### src/rtl/mmio_bus_router.sv
// Single-master AXI4 router from the core MMIO port to a few peripheral slots.
// One transaction at a time; unmapped or depopulated slots are answered locally with DECERR.
module mmio_bus_router #(
  parameter int                   NUM_SLOTS  = 3,
  parameter logic [30:0]          BASE_ADDR  = 31'h6000_0000,
  parameter int                   SLOT_SHIFT = 16,
  parameter logic [NUM_SLOTS-1:0] SLOT_EN    = 3'b001
) (
  input  logic                     clock,
  input  logic                     resetn,

  input  logic                     s_aw_valid,
  output logic                     s_aw_ready,
  input  logic [47:0]              s_aw_bits,
  input  logic                     s_w_valid,
  output logic                     s_w_ready,
  input  logic [40:0]              s_w_bits,
  output logic                     s_b_valid,
  input  logic                     s_b_ready,
  output logic [5:0]               s_b_bits,
  input  logic                     s_ar_valid,
  output logic                     s_ar_ready,
  input  logic [47:0]              s_ar_bits,
  output logic                     s_r_valid,
  input  logic                     s_r_ready,
  output logic [38:0]              s_r_bits,

  output logic [NUM_SLOTS-1:0]     m_aw_valid,
  input  logic [NUM_SLOTS-1:0]     m_aw_ready,
  output logic [47:0]              m_aw_bits,
  output logic [NUM_SLOTS-1:0]     m_w_valid,
  input  logic [NUM_SLOTS-1:0]     m_w_ready,
  output logic [40:0]              m_w_bits,
  input  logic [NUM_SLOTS-1:0]     m_b_valid,
  output logic [NUM_SLOTS-1:0]     m_b_ready,
  input  logic [6*NUM_SLOTS-1:0]   m_b_bits,
  output logic [NUM_SLOTS-1:0]     m_ar_valid,
  input  logic [NUM_SLOTS-1:0]     m_ar_ready,
  output logic [47:0]              m_ar_bits,
  input  logic [NUM_SLOTS-1:0]     m_r_valid,
  output logic [NUM_SLOTS-1:0]     m_r_ready,
  input  logic [39*NUM_SLOTS-1:0]  m_r_bits
);

  localparam int MATCH_LSB = SLOT_SHIFT + 2;
  localparam int ADDR_LSB  = 13;

  typedef enum logic [3:0] {
    IDLE, WA, WD, WB, RA, RD, WERR, EB, RERR
  } state_t;

  state_t      state_q, state_d;
  logic        rd_prio_q, rd_prio_d;
  logic [47:0] abits_q, abits_d;
  logic [1:0]  slot_q, slot_d;
  logic [7:0]  cnt_q, cnt_d;

  logic        idle;
  logic        grant_rd, grant_wr;
  logic [47:0] in_bits;
  logic        in_hit;
  logic [1:0]  in_slot;
  logic        in_err;
  logic [3:0]  slot_en_ext;

  logic [NUM_SLOTS-1:0] slot_oh;
  logic        sel_aw_ready, sel_w_ready, sel_ar_ready;
  logic        sel_b_valid, sel_r_valid;
  logic [5:0]  sel_b_bits;
  logic [38:0] sel_r_bits;

  // Address readiness is gated by resetn so nothing handshakes while reset is held.
  assign idle     = (state_q == IDLE) && resetn;
  assign grant_rd = idle && s_ar_valid && (!s_aw_valid || rd_prio_q);
  assign grant_wr = idle && s_aw_valid && !grant_rd;
  assign in_bits  = grant_rd ? s_ar_bits : s_aw_bits;

  assign slot_en_ext = 4'(SLOT_EN);
  assign in_hit  = (in_bits[ADDR_LSB+30:ADDR_LSB+MATCH_LSB] == BASE_ADDR[30:MATCH_LSB]);
  assign in_slot = in_bits[ADDR_LSB+SLOT_SHIFT+1:ADDR_LSB+SLOT_SHIFT];
  assign in_err  = !in_hit || (int'(in_slot) >= NUM_SLOTS) || !slot_en_ext[in_slot];

  // Select the handshake and response inputs of the slot owning the current transaction.
  always_comb begin
    slot_oh      = '0;
    sel_aw_ready = 1'b0;
    sel_w_ready  = 1'b0;
    sel_ar_ready = 1'b0;
    sel_b_valid  = 1'b0;
    sel_r_valid  = 1'b0;
    sel_b_bits   = '0;
    sel_r_bits   = '0;
    for (int k = 0; k < NUM_SLOTS; k++) begin
      if (slot_q == 2'(k)) begin
        slot_oh[k]   = 1'b1;
        sel_aw_ready = m_aw_ready[k];
        sel_w_ready  = m_w_ready[k];
        sel_ar_ready = m_ar_ready[k];
        sel_b_valid  = m_b_valid[k];
        sel_r_valid  = m_r_valid[k];
        sel_b_bits   = m_b_bits[6*k +: 6];
        sel_r_bits   = m_r_bits[39*k +: 39];
      end
    end
  end

  always_ff @(posedge clock or negedge resetn) begin
    if (!resetn) begin
      state_q   <= IDLE;
      rd_prio_q <= 1'b1;
      abits_q   <= '0;
      slot_q    <= '0;
      cnt_q     <= '0;
    end else begin
      state_q   <= state_d;
      rd_prio_q <= rd_prio_d;
      abits_q   <= abits_d;
      slot_q    <= slot_d;
      cnt_q     <= cnt_d;
    end
  end

  always_comb begin
    state_d   = state_q;
    rd_prio_d = rd_prio_q;
    abits_d   = abits_q;
    slot_d    = slot_q;
    cnt_d     = cnt_q;
    case (state_q)
      IDLE: begin
        if (grant_rd || grant_wr) begin
          abits_d   = in_bits;
          slot_d    = in_slot;
          cnt_d     = in_bits[12:5];
          rd_prio_d = grant_wr;
          if (grant_rd) state_d = in_err ? RERR : RA;
          else          state_d = in_err ? WERR : WA;
        end
      end
      WA:   if (sel_aw_ready) state_d = WD;
      WD:   if (s_w_valid && sel_w_ready && s_w_bits[0]) state_d = WB;
      WB:   if (sel_b_valid && s_b_ready) state_d = IDLE;
      RA:   if (sel_ar_ready) state_d = RD;
      RD:   if (sel_r_valid && s_r_ready && sel_r_bits[0]) state_d = IDLE;
      WERR: if (s_w_valid && s_w_bits[0]) state_d = EB;
      EB:   if (s_b_ready) state_d = IDLE;
      RERR: begin
        if (s_r_ready) begin
          if (cnt_q == 8'd0) state_d = IDLE;
          else               cnt_d   = cnt_q - 8'd1;
        end
      end
      default: state_d = IDLE;
    endcase
  end

  // Non-selected slots never see valid or ready; payloads are broadcast.
  always_comb begin
    s_aw_ready = grant_wr;
    s_ar_ready = grant_rd;
    s_w_ready  = 1'b0;
    s_b_valid  = 1'b0;
    s_b_bits   = '0;
    s_r_valid  = 1'b0;
    s_r_bits   = '0;
    m_aw_valid = '0;
    m_w_valid  = '0;
    m_b_ready  = '0;
    m_ar_valid = '0;
    m_r_ready  = '0;
    m_aw_bits  = abits_q;
    m_ar_bits  = abits_q;
    m_w_bits   = s_w_bits;
    case (state_q)
      WA: m_aw_valid = slot_oh;
      WD: begin
        m_w_valid = s_w_valid ? slot_oh : '0;
        s_w_ready = sel_w_ready;
      end
      WB: begin
        s_b_valid = sel_b_valid;
        s_b_bits  = sel_b_bits;
        m_b_ready = s_b_ready ? slot_oh : '0;
      end
      RA: m_ar_valid = slot_oh;
      RD: begin
        s_r_valid = sel_r_valid;
        s_r_bits  = sel_r_bits;
        m_r_ready = s_r_ready ? slot_oh : '0;
      end
      WERR: s_w_ready = 1'b1;
      EB: begin
        s_b_valid = 1'b1;
        s_b_bits  = {abits_q[47:44], 2'b11};
      end
      RERR: begin
        s_r_valid = 1'b1;
        s_r_bits  = {abits_q[47:44], 32'h0, 2'b11, (cnt_q == 8'd0)};
      end
      default: ;
    endcase
  end

endmodule

### config.mk
export PLATFORM = sky130hd
export DESIGN_NAME = mmio_bus_router
export DESIGN_NICKNAME = d
export VERILOG_FILES = /design/src/rtl/mmio_bus_router.sv
export SDC_FILE = /design/constraint.sdc
export NUM_CORES = 1
export LEC_CHECK = 0
export BUFFER_PORTS_ARGS = -buffer_cell sky130_fd_sc_hd__buf_2
export CORE_AREA = 2 2 195 197
export DETAILED_ROUTE_END_ITERATION = 7
export DIE_AREA = 0 0 197 199
export SLEW_MARGIN = 25
export SYNTH_ARGS = -nofsm -noshare
export SYNTH_HDL_FRONTEND = slang
export SYNTH_SLANG_ARGS = --single-unit
### constraint.sdc
create_clock -name clock -period 2.9 [get_ports clock]
set_input_delay 0.58 -clock clock [delete_from_list [all_inputs] [get_ports clock]]
set_output_delay 0.58 -clock clock [all_outputs]
set_load 0.02 [all_outputs]
==> flow_summary.json <==
{
  "status": "completed",
  "cp_common_cell": "nor2_1",
  "crit_chain": "buf_12 -> buf_4 -> mux2i_1 -> nor2_1 -> a21oi_1 -> nor2_1 -> buf_2",
  "report.final.slew_viol_count": 0,
  "cts-htree-levels": 3,
  "ir_drop_mv": 0.391,
  "dieArea_mm2": 0.0392,
  "min_path_type": "in2async",
  "tritoncts": "done",
  "period_needed_ns": 2.78,
  "rows": 71,
  "max_stage_delay_ns": 0.48,
  "synthXorXnorAreaFrac_pct": 0,
  "fin_tns_setup_ns": 0,
  "synth_compound_area_share_pct": 16.0,
  "path_class": "reg2out",
  "finalCritPeriodShare_pct": 95.9,
  "start_util_pct": 14.5,
  "cp_slowest_cell": "dfrtp_4",
  "ys_seq_area_share_pct": 28.3,
  "rsz0062_at_grt": "false",
  "synth-async-reset-ratio_pct": 100,
  "synth_mux_area_share_pct": 19.1,
  "cts_sinks": 61,
  "grt_pass1_wl_mm": 34.9,
  "vias": 5902,
  "hold_buffers": 0,
  "synthFlopType": "dfrtp_1",
  "clockRootBuffer": "clkbuf_16",
  "portBuffers": 415,
  "slew_headroom_pct": 56.1,
  "critical_path.max_fanout": 49,
  "cts.path.max_buffers": 2,
  "required_ns": 2.32,
  "ant_nets": 0,
  "synth_fa_ha_area_share_pct": 0.928,
  "synth-simple-area-share_pct": 18.4,
  "synthesis.nets": 967,
  "grt_remaining_overflow": 0,
  "antenna_found_initial": 8,
  "cp.arrival_ns": 2.20,
  "ios": 496,
  "ys_ff_latch": 61,
  "grt_max_degree": 52,
  "detail_route.iter0.violations": 205,
  "p_leak_nw": 4.21,
  "worstSetupEndpointType": "output pin",
  "synth.distinct_cells": 58,
  "post-route-drc-count": 0,
  "tightest_slew_ns": 0.658,
  "cp-start-kind": "flop",
  "dieHeight_um": 199,
  "cts.clk_slew.worst_paths_ns": 0.06,
  "synthCells": 669,
  "viasPerCell": 4.04,
  "fp.dieW_um": 197,
  "nNetsFinal": 1277,
  "synth_area_mm2": 0.00539,
  "drt-total-wl_mm": 26.1,
  "hold_ws_ns": 0.0791,
  "cts_inserted_buffers": 9,
  "grt_pass1_vias": 5525,
  "drv_cap": 0,
  "grt_usage_pct": 12.5,
  "setup_viol": 0,
  "core_area_mm2": 0.0371,
  "place.gp.congestion": 0.761,
  "hold_viol_final": 0,
  "routedWlPerCell_um": 17.8,
  "syn_to_final_growth_pct": 42.7,
  "synth_top_family_by_area": "multiplexers",
  "max_freq_mhz": 360,
  "power_density_mw_per_mm2": 940,
  "yosysWarnings": 0,
  "skew_ns": 0.00572,
  "postCtsSetupBuffers": 0,
  "synth_edf_count": 0,
  "drive_gt1_share_pct": 49.1,
  "dp_hpwl_mm": 22.2,
  "dr.pass1.iters": 4,
  "synthesis.area_per_instance_um2": 8.06,
  "clock_latency_ns": 0.33
}
[cell families (layout without fill, tap and decap cells)]
kind of cell,after synthesis,after routing
AO/OA/AOI/OAI,145,145
adder cells (fa/ha/maj),4,4
multiplexers,101,101
other,0,4
AND/OR/NAND/NOR,216,216
flip-flops,61,61
buffers and inverters,142,457
[registers in the layout, indices dropped and copies added (netlist names)]
name       count
rd_prio_q      1
m_ar_bits     48
state_q        4
cnt_q          8
[where the power goes]
part | switching (mW) | internal, mW
registers | 0.470 | 1.25
logic | 2.83 | 1.56
clock network | 0.409 | 0.712
[per-layer routing]
layer	up-vias	wire length, um	share of wire (%)	global-route usage [%]
li1	2862	-	-	-
met1	2678	9700	37	13.2
met2	315	13100	50	22.6
met3	41	2250	8.6	3.68
met4	6	1010	3.9	6.13
met5	-	29	0.11	0
[Yosys cell counts (3+ instances only)]
library cell / instances / area share (%)
buf_4: 95 / 13
nor2_1: 93 / 6.5
mux2i_1: 87 / 16
nand2_1: 69 / 4.8
o21ai_0: 66 / 6.1
dfrtp_1: 60 / 28
a21oi_1: 47 / 4.4
clkbuf_1: 24 / 1.7
mux2_2: 14 / 2.9
nor3_1: 13 / 1.2
a221oi_1: 6 / 0.97
buf_1: 6 / 0.42
buf_2: 6 / 0.56
inv_1: 5 / 0.35
nor2b_1: 5 / 0.58
nor4_1: 5 / 0.58
ha_1: 4 / 0.93
nand2b_1: 4 / 0.46
nand3_1: 4 / 0.37
nand4_1: 4 / 0.46
buf_6: 3 / 0.63
nand3b_1: 3 / 0.42
o31ai_1: 3 / 0.42
[critical path, delay by kind of cell (launching register included)]
family,cells,cell delay [ns]
compound gates,1,0.30
buf+inv,3,0.68
mux,1,0.19
simple gates,2,0.14
flops,1,0.48
[path summary, 6_finish.rpt]
kind	from	end	slack, ns	cells past startpoint
min in group clock	m_ar_bits[21]$_DFFE_PN0P_	m_ar_bits[21]$_DFFE_PN0P_	0.50	2
worst min-delay path	resetn	state_q[0]$_DFFE_PN0P_	0.08	1
worst max register to register	state_q[3]$_DFFE_PN0P_	m_ar_bits[27]$_DFFE_PN0P_	0.59	5
max in group asynchronous	resetn	m_ar_bits[29]$_DFFE_PN0P_	1.66	3
worst max-delay path	m_ar_bits[29]$_DFFE_PN0P_	s_r_bits[22]	0.12	7
worst min register to register	m_ar_bits[21]$_DFFE_PN0P_	m_ar_bits[21]$_DFFE_PN0P_	0.50	2
[repair_timing]
action	in CTS	in global routing
hold endpoints to repair	0	0
gates resized for setup	2	5
pin swaps	0	0
setup endpoints to repair	2	9
[metrics by stage]
stage / utilization, % / cell area (um^2) / setup slack [ns] / total power [mW] / cells
6_report: 20.7 / 7700 / 0.120 / 7.24 / 1462
5_1_grt: 20.7 / 7690 / 0.0170 / 7.79 / 1460
4_1_cts: 20.7 / 7670 / 0.0102 / 7.39 / 1458
3_5_place_dp: 19.8 / 7350 / 0.311 / 6.21 / 1442
3_3_place_gp: 19.8 / 7350 / 0.337 / 6.16 / 1442
2_1_floorplan: - / 5390 / 0.276 / 4.88 / 669
[layout make-up]
type,count,area [um^2]
antenna,4,10.0
clock buffer,11,253
clock inverter,5,58.8
fill,4168,29400
inverter,6,22.5
multi-input combinational,466,2970
sequential,61,1530
tap,474,593
timing repair buffer,435,2260
[cell usage in the layout, fill, tap and decap left out, types with 3 or more instances in the layout]
cell         n
nand3b_1     3
mux2_2      14
buf_2      414
buf_4       18
nand3_1      4
ha_1         4
nor2b_1      5
mux2i_1     87
nor4_1       5
inv_1        5
a221oi_2     3
dfrtp_1     57
nor3_1      13
nand4_1      4
clkbuf_16    9
o21ai_0     66
nand2_1     69
nor2_1      93
a221oi_1     3
nand2b_1     4
o31ai_1      3
a21oi_1     46
diode_2      4
No activity file was read; power rests on OpenSTA's default activity.
